$ cat src/rtl/fetch_ifid_pkg.sv
// rv_pkg: fetch/decode shared state enum, NOP, opcode constants and IF/ID payload type
package rv_pkg;
  typedef enum logic [2:0] {S_IDLE, S_REQ, S_WAIT, S_DROP, S_HOLD} fetch_state_e;
  localparam logic [31:0] NOP = 32'h0000_0013;
  localparam logic [6:0] OP_LUI    = 7'b0110111;
  localparam logic [6:0] OP_AUIPC  = 7'b0010111;
  localparam logic [6:0] OP_JAL    = 7'b1101111;
  localparam logic [6:0] OP_JALR   = 7'b1100111;
  localparam logic [6:0] OP_BRANCH = 7'b1100011;
  localparam logic [6:0] OP_LOAD   = 7'b0000011;
  localparam logic [6:0] OP_STORE  = 7'b0100011;
  localparam logic [6:0] OP_IMM    = 7'b0010011;
  typedef struct packed {
    logic [31:0] instr;
    logic [31:0] pc;
    logic [31:0] pc4;
    logic        misalign;
  } ifid_t;
endpackage

$ cat src/rtl/fetch_ifid_if.sv
// fetch_ifid_if: instruction memory request/response bus
// master = fetch unit (req, addr out; ready, rvalid, rdata in), slave = memory
interface fetch_ifid_if;
  logic        req;
  logic [31:0] addr;
  logic        ready;
  logic        rvalid;
  logic [31:0] rdata;
  modport master(output req, addr, input ready, rvalid, rdata);
  modport slave(input req, addr, output ready, rvalid, rdata);
endinterface

$ cat src/rtl/fetch_ifid_ifid_reg.sv
// ifid_reg: IF/ID pipeline register with load, stall hold and flush
// i_load writes i_data and sets valid; i_stall holds a live entry; i_flush or an accept without load clears valid
module ifid_reg import rv_pkg::*; (
  input  logic  clk,
  input  logic  rst_n,
  input  logic  i_load,
  input  logic  i_flush,
  input  logic  i_stall,
  input  ifid_t i_data,
  output logic  o_valid,
  output ifid_t o_data
);
  logic  r_valid;
  ifid_t r_data;
  always_ff @(posedge clk or negedge rst_n)
    if (!rst_n) begin
      r_valid <= 1'b0;
      r_data  <= {NOP, 32'd0, 32'd0, 1'b0};
    end else begin
      r_valid <= i_load | (r_valid & i_stall & ~i_flush);
      if (i_load) r_data <= i_data;
    end
  assign o_valid = r_valid;
  assign o_data  = r_data;
endmodule

$ cat src/rtl/fetch_ifid.sv
// fetch_ifid: single-outstanding instruction fetch FSM feeding the IF/ID register
// ports: clk, rst_n (async low); imem (fetch_ifid_if.master); i_redirect_valid/i_redirect_pc; i_id_stall;
// o_id_valid/o_id_instr/o_id_pc/o_id_pc4; o_id_misalign only with FETCH_MISALIGN_TRAP_EN
module fetch_ifid import rv_pkg::*; #(
  parameter logic [31:0] RESET_PC = 32'h0000_0000
) (
  input  logic                clk,
  input  logic                rst_n,
  fetch_ifid_if.master        imem,
  input  logic                i_redirect_valid,
  input  logic [31:0]         i_redirect_pc,
  input  logic                i_id_stall,
  output logic                o_id_valid,
  output logic [31:0]         o_id_instr,
  output logic [31:0]         o_id_pc,
  output logic [31:0]         o_id_pc4
`ifdef FETCH_MISALIGN_TRAP_EN
  ,output logic               o_id_misalign
`endif
);
  fetch_state_e r_state, w_next;
  logic [31:0]  r_pc, r_hold, w_redir_pc, w_pc4;
  logic         w_free, w_acc, w_fill, w_unhold, w_mis, w_block;
  ifid_t        w_in, w_out;
`ifdef FETCH_MISALIGN_TRAP_EN
  logic r_mis;
  assign w_redir_pc = i_redirect_pc;
  assign w_mis      = i_redirect_valid & |i_redirect_pc[1:0];
  // a misaligned target parks the fetcher in REQ with no request until the next redirect
  always_ff @(posedge clk or negedge rst_n)
    if (!rst_n) r_mis <= 1'b0;
    else if (i_redirect_valid) r_mis <= w_mis;
  assign w_block       = r_mis;
  assign o_id_misalign = w_out.misalign;
`else
  logic w_unused;
  assign w_redir_pc = {i_redirect_pc[31:2], 2'b00};
  assign w_mis      = 1'b0;
  assign w_block    = 1'b0;
  assign w_unused   = ^{i_redirect_pc[1:0], w_out.misalign};
`endif
  assign w_free    = !o_id_valid || !i_id_stall;
  assign imem.req  = (r_state == S_REQ) && !w_block;
  assign imem.addr = r_pc;
  assign w_acc     = imem.req && imem.ready;
  assign w_fill    = (r_state == S_WAIT) && imem.rvalid && w_free && !i_redirect_valid;
  assign w_unhold  = (r_state == S_HOLD) && !i_id_stall && !i_redirect_valid;
  assign w_pc4     = r_pc + 32'd4;
  assign w_in      = w_mis ? {NOP, w_redir_pc, w_redir_pc + 32'd4, 1'b1}
                           : {w_fill ? imem.rdata : r_hold, r_pc, w_pc4, 1'b0};
  // a redirect while a request is in flight must drain its response in DROP
  always_comb begin
    w_next = r_state;
    case (r_state)
      S_IDLE:  w_next = S_REQ;
      S_REQ:   w_next = w_acc ? (i_redirect_valid ? S_DROP : S_WAIT) : S_REQ;
      S_WAIT:  w_next = imem.rvalid ? ((i_redirect_valid || w_free) ? S_REQ : S_HOLD)
                                    : (i_redirect_valid ? S_DROP : S_WAIT);
      S_DROP:  w_next = imem.rvalid ? S_REQ : S_DROP;
      S_HOLD:  w_next = (i_redirect_valid || !i_id_stall) ? S_REQ : S_HOLD;
      default: w_next = S_IDLE;
    endcase
  end
  always_ff @(posedge clk or negedge rst_n)
    if (!rst_n) begin
      r_state <= S_IDLE;
      r_pc    <= RESET_PC;
      r_hold  <= '0;
    end else begin
      r_state <= w_next;
      r_pc    <= i_redirect_valid ? w_redir_pc : (w_fill || w_unhold) ? w_pc4 : r_pc;
      r_hold  <= i_redirect_valid ? '0
               : (r_state == S_WAIT && imem.rvalid && !w_free) ? imem.rdata : r_hold;
    end
  ifid_reg u_ifid (
    .clk     (clk),
    .rst_n   (rst_n),
    .i_load  (w_fill || w_unhold || w_mis),
    .i_flush (i_redirect_valid),
    .i_stall (i_id_stall),
    .i_data  (w_in),
    .o_valid (o_id_valid),
    .o_data  (w_out)
  );
  assign o_id_instr = w_out.instr;
  assign o_id_pc    = w_out.pc;
  assign o_id_pc4   = w_out.pc4;
endmodule

$ cat src/flat_wrapper.sv
// flat-port wrapper written by rule: the top's interface ports become plain ports
module fetch_ifid_flat import rv_pkg::*;
#(
  parameter logic [31:0] RESET_PC = 32'h0000_0000
)
  (clk, rst_n, i_redirect_valid, i_redirect_pc, i_id_stall, o_id_valid, o_id_instr, o_id_pc, o_id_pc4, imem_req, imem_addr, imem_ready, imem_rvalid, imem_rdata);
  fetch_ifid_if imem_i ();
  input  logic clk;
  input  logic rst_n;
  input  logic i_redirect_valid;
  input  logic [31:0] i_redirect_pc;
  input  logic i_id_stall;
  output logic o_id_valid;
  output logic [31:0] o_id_instr;
  output logic [31:0] o_id_pc;
  output logic [31:0] o_id_pc4;
  output wire logic [$bits(imem_i.req)-1:0] imem_req;
  output wire logic [$bits(imem_i.addr)-1:0] imem_addr;
  input wire logic [$bits(imem_i.ready)-1:0] imem_ready;
  input wire logic [$bits(imem_i.rvalid)-1:0] imem_rvalid;
  input wire logic [$bits(imem_i.rdata)-1:0] imem_rdata;
  assign imem_req = imem_i.req;
  assign imem_addr = imem_i.addr;
  assign imem_i.ready = imem_ready;
  assign imem_i.rvalid = imem_rvalid;
  assign imem_i.rdata = imem_rdata;
  fetch_ifid #(.RESET_PC(RESET_PC)) u_core (.clk(clk), .rst_n(rst_n), .imem(imem_i), .i_redirect_valid(i_redirect_valid), .i_redirect_pc(i_redirect_pc), .i_id_stall(i_id_stall), .o_id_valid(o_id_valid), .o_id_instr(o_id_instr), .o_id_pc(o_id_pc), .o_id_pc4(o_id_pc4));
endmodule
$ cat config.mk
export PLATFORM = sky130hd
export DESIGN_NAME = fetch_ifid_flat
export DESIGN_NICKNAME = d
export VERILOG_FILES = /design/src/rtl/fetch_ifid_pkg.sv /design/src/rtl/fetch_ifid_if.sv /design/src/rtl/fetch_ifid_ifid_reg.sv /design/src/rtl/fetch_ifid.sv /design/src/flat_wrapper.sv
export SDC_FILE = /design/constraint.sdc
export NUM_CORES = 1
export LEC_CHECK = 0
export BUFFER_PORTS_ARGS = -buffer_cell sky130_fd_sc_hd__buf_2
export CAP_MARGIN = 10
export CORE_AREA = 5 5 168 121
export CTS_CLUSTER_SIZE = 24
export DETAILED_ROUTE_END_ITERATION = 8
export DIE_AREA = 0 0 173 126
export PLACE_DENSITY_LB_ADDON = 0.2
export SYNTH_ARGS = -nofsm -noshare
export SYNTH_HDL_FRONTEND = slang
export SYNTH_HIERARCHICAL = 1
export SYNTH_SLANG_ARGS = --single-unit
$ cat constraint.sdc
create_clock -name clk -period 5.9 [get_ports clk]
set_clock_uncertainty 0.15 [all_clocks]
set_input_delay 0.59 -clock clk [delete_from_list [all_inputs] [get_ports clk]]
set_output_delay 0.59 -clock clk [all_outputs]
set_load 0.005 [all_outputs]
==> results.toml, run 1 <==
[sta]
setup_viol = 0
tns_ns = 0
tightest_slew_ns = 1.036
slew_headroom_pct = 30.80
fmax_mhz = 346.7
slew_viol_final = 0
rsz0062_at_grt = "false"
fin_crit_ns = 2.884
setup_slack_ns = 3.016
finalCritPeriodShare_pct = 48.88
finalHoldViolCount = 0

[synthesis]
ys_warn_count = 6
avgSynthCellArea_um2 = 11.29
postSynthCellCount = 721
syn-cell-area_mm2 = 0.008138

[layout]
n_antenna_cell = 0
register_area_mm2 = 0.004058
syn_to_final_growth_pct = 17.94
fin_area_mm2 = 0.009598
final_layout_size_suffix_gt1_share_pct = 39.43
fillCellCount = 1721
final_nets = 938
multi_input_area_mm2 = 0.003556
fin_cells = 1122

[routing]
drt_iter0_drc = 380
drtAntennaViolNets = 0
routed_wl_mm = 19.97
wl_met3_mm = 1.206
via_per_inst = 5.290
wl_met2_mm = 8.531
drt_first_pass_iters = 4
wl_per_cell_um = 17.80
vias = 5935
routed.top_layer = "met5"
remaining_drc_errors = 0
wl_met1_mm = 9.935

[power_and_ir_drop]
peakVddDrop_mv = 0.1683
power.total_mw = 3.416
power_density_mw_per_mm2 = 356.0
leakagePower_nw = 4.550

[placed_design]
hpwlAfterDp_mm = 13.25
globalplace.congestion = 0.7670
dpl.cell_count = 1089
pre_cts_ws_ns = 2.814
place_area_mm2 = 0.008989
io_buffers = 195

[global_routing]
grt_pass1_wl_mm = 32.87
grt_pass1_vias = 5983
grt-ovfl-total = 0
grt.total_usage_pct = 18.46
antenna_found_initial = 1
grt_max_degree = 76

[floorplanning]
rows = 42
die_y_um = 126
fp.dieW_um = 173
die_area_mm2 = 0.02180
initial_core_util_pct = 43.74
pin_count = 200
coreArea_mm2 = 0.01860

[worst_hold_path]
hold_depth = 3
min_from = "i_redirect_pc[13]"
hold_class = "primary input to register"
min_to = "u_core/imem.addr[13]"

[clocking]
cts.repair.resized = 0
cts.path.max_buffers = 2
h-tree-depth = 4
cts-root-buf = "clkbuf_16"
cts_made_buffers = 17
clk_latency_ns = 0.43
clock-sinks = 162
clk_pin_slew_ns = 0.07
cts_tree = "built"

[setup_path]
worstSetupEndpointType = "register"
reg2reg_to = "u_core/u_ifid/o_data[91]"
ff2ff_path_depth = 5
critPathMaxFanout = 32
arrival_ns = 3.05
start_kind = "register"
cp_data_required_time_ns = 6.06
worstSetupPathType = "register to register"
rrSetupSlack_ns = 3.02
rr_startpoint = "u_core/r_state[1]"

[run]
max-cap-violations = 0

[run_status]
status = "finished clean"
## sequential cells by signal, summed over array words and instances (netlist names)
name,count
u_core/u_ifid/o_valid,1
u_core/r_state,3
u_core/imem.addr,30
u_core/u_ifid/o_data,96
u_core/r_hold,32
## final cells by class
class                      instances  area share, %
clock buffer                      17          4.432
clock inverter                    15          1.812
timing repair buffer             205          11.04
multi-input combinational        475          37.05
inverter                           6         0.2346
tap                              242          3.155
sequential                       162          42.28
## critical path: stages (launching register included)
cell     delay [ns]
dfrtp_1        0.49
nand2_1        0.15
or4b_4         0.52
nor2_4         0.79
mux2_1         0.38
mux2_2         0.27
## how the worst max path moves through the flow
stage                                           to  slack (ns)              start
after global placement    u_core/u_ifid/o_data[72]        2.83         i_id_stall
final                     u_core/u_ifid/o_data[91]        3.02  u_core/r_state[1]
after global routing      u_core/u_ifid/o_data[20]        2.86  u_core/r_state[2]
after floorplan           u_core/u_ifid/o_data[41]        3.49        imem_rvalid
after CTS                 u_core/u_ifid/o_data[78]        2.99  u_core/r_state[1]
after detailed placement  u_core/u_ifid/o_data[72]        2.81         i_id_stall
## what timing repair did
action / CTS / global route
setup buffers: 0 / 0
hold endpoints to repair: 38 / 0
hold buffers: 1 / 0
## per-stage QoR
| step | hold slack [ns] | util [%] |
|---|---|---|
| after detailed placement | 0.3360 | 48.32 |
| after floorplan | 0.1444 | - |
| after global routing | 0.2200 | 51.59 |
| final | 0.2256 | 51.59 |
| after global placement | 0.3348 | 48.32 |
| after CTS | 0.2076 | 51.59 |
## where the power goes
| group | switching [mW] | total, mW | internal (mW) |
|---|---|---|---|
| logic | 0.322 | 0.757 | 0.435 |
| registers | 0.166 | 1.52 | 1.36 |
| clock network | 0.501 | 1.14 | 0.637 |
| total | 0.989 | 3.42 | 2.43 |
## layout by cell type, fill, tap and decap left out, types with 5 or more instances in the layout
master     instances
xor2_1            16
nor2_1            36
conb_1             6
inv_1              6
mux2_2            77
buf_2            194
a31oi_1           18
xnor2_1           13
mux2_1            32
nand4_1           17
and4_1             8
inv_6              5
nand2_1           90
buf_4              9
and3_1             7
mux2_4            19
o31ai_1           14
or4_1             19
nand3_1           13
dfrtp_1          159
clkbuf_16         17
o21ai_1            6
a21oi_1           37
## per-layer routing
metal  vias up  global-route usage, %
met5         -                      0
met4         2                  6.238
met3        23                  5.033
met2       157                  26.97
met1      2917                  26.64
li1       2836                      -
Power figures use the tool's default switching activity.
==> run 2, diff against run 1 <==
Clock period 5.9 ns to 2.6 ns, I/O delays scaled along.
==> results.toml, run 2 (same netlist as run 1, synthesis figures left out) <==
[run_status]
status = "finished clean"

[setup_path]
worstSetupEndpointType = "register"
start_kind = "register"
slowest_stage = "or4_1"
critPathMaxFanout = 27
arrival_ns = 2.60
crit_chain = "and4_1 -> nand4b_4 -> or4_1 -> a31oi_1"
max_stage_delay_ns = 0.63
cp_data_required_time_ns = 2.78
worstSetupPathType = "register to register"
path_delay_family = "simple AND/OR/NAND/NOR gates"
crit_buf_inv = 0

[placed_design]
globalplace.congestion = 0.7846
io_buffers = 195
hpwlAfterDp_mm = 13.96

[clocking]
post_cts_buffers = 0
cts-root-buf = "clkbuf_16"
clk_latency_ns = 0.41
cts.path.max_buffers = 2
clock-sinks = 162
cts_made_buffers = 17
clk_pin_slew_ns = 0.07
cts.repair.resized = 0
h-tree-depth = 4
cts_tree = "built"

[global_routing]
grt_pass1_wl_mm = 34.54
antenna_found_initial = 0
grt_max_degree = 69
grt_pass1_vias = 6412
grt.total_usage_pct = 19.39
grt-ovfl-total = 0

[sta]
rsz0062_at_grt = "false"
finalCritPeriodShare_pct = 92.93
fin_crit_ns = 2.416
slew_viol_final = 0
slew_headroom_pct = 35.48
tns_ns = 0
tightest_slew_ns = 0.9668
finalHoldViolCount = 0
fmax_mhz = 413.9
setup_viol = 0

[layout]
final_layout_size_suffix_gt1_share_pct = 37.67
largest_reg_flops = 96
final_cell_mix = "buf_2 (194), dfrtp_1 (159), nand2_1 (90)"
final_nets = 1019
n_antenna_cell = 0
fillCellCount = 1651
syn_to_final_growth_pct = 27.95
layout_commonest_cell = "buf_2"

[floorplanning]
pin_count = 200
die_y_um = 126
die_area_mm2 = 0.02180
rows = 42
fp.dieW_um = 173
coreArea_mm2 = 0.01860
initial_core_util_pct = 43.74

[routing]
vias = 6247
via_per_inst = 5.193
drt_iter0_drc = 370
routed_wl_mm = 20.86
wl_per_cell_um = 17.34
drtAntennaViolNets = 0
drt_first_pass_iters = 4
remaining_drc_errors = 0

[worst_hold_path]
hold_class = "primary input to register"

[run]
max-cap-violations = 0

[power_and_ir_drop]
power.total_mw = 7.816
power_density_mw_per_mm2 = 750.7
peakVddDrop_mv = 0.4664
leakagePower_nw = 4.901
run 2: cell count changes in the layout (fill, tap and decap cells not counted):
cell	before	now
clkinv_4	2	1
inv_6	5	4
clkinv_8	1	0
clkinv_2	2	1
buf_12	0	4
buf_4	9	21
dlygate4sd3_1	1	66
clkinvlp_4	2	4
clkbuf_8	0	1
clkbuf_1	0	1
run 2: final cells by class:
| type | count | area [um^2] | share of cell area, % |
|---|---|---|---|
| flip-flops and latches | 162 | 4058 | 38.97 |
| clock buffers | 19 | 442.9 | 4.254 |
| well taps | 242 | 302.8 | 2.908 |
| clock inverters | 13 | 150.1 | 1.442 |
| multi-input cells | 475 | 3556 | 34.15 |
| inverters | 6 | 22.52 | 0.2163 |
| repair buffers | 286 | 1881 | 18.06 |
run 2: final timing paths:
path                                                from                        to  slack, ns  cells past startpoint
min in group asynchronous                          rst_n  u_core/u_ifid/o_data[13]       0.28                      2
worst min register to register  u_core/u_ifid/o_data[83]  u_core/u_ifid/o_data[83]       0.35                      1
worst max-delay path                 u_core/imem.addr[8]      u_core/imem.addr[31]       0.18                      4
worst max register to register       u_core/imem.addr[8]      u_core/imem.addr[31]       0.18                      4
max in group asynchronous                          rst_n  u_core/u_ifid/o_data[37]       1.31                      3
worst min-delay path                    i_redirect_valid      u_core/imem.addr[20]       0.06                      3
run 2: power breakdown:
part,total [mW],switching [mW],internal (mW)
logic,1.84,0.759,1.08
registers,3.45,0.368,3.08
clock network,2.53,1.07,1.46
total,7.82,2.20,5.62
run 2: per-stage QoR:
step,util [%],hold slack (ns),cell area [um^2],setup WS (ns),instances
finish,55.97,0.06031,10410,0.1838,1203
global route,55.97,0.09557,10410,0.01349,1203
CTS,55.97,0.05397,10410,0.2104,1203
detailed placement,49.23,0.1836,9159,0.2301,1105
global placement,49.23,0.1699,9159,0.2677,1105
floorplan,-,-0.1856,8157,0.3293,726
run 2: metal layers:
| layer | track usage, % | part of all wire [%] | up-vias |
|---|---|---|---|
| met2 | 29.74 | 46 | 161 |
| met1 | 27.53 | 48 | 3076 |
| li1 | - | - | 2994 |
| met3 | 5.213 | 5.0 | 16 |
| met5 | 0 | 0 | - |
| met4 | 4.925 | 1.0 | 0 |
run 2: repair_timing:
item,CTS,global route
setup endpoints to repair,0,0
endpoints found under the hold margin,125,0
hold buffers,66,0
run 2: worst reg2reg max path: cells and delay by family (launching register included):
family,cells,cell delay [ns]
compound gates,1,0.18
flops,1,0.49
simple gates,3,1.52
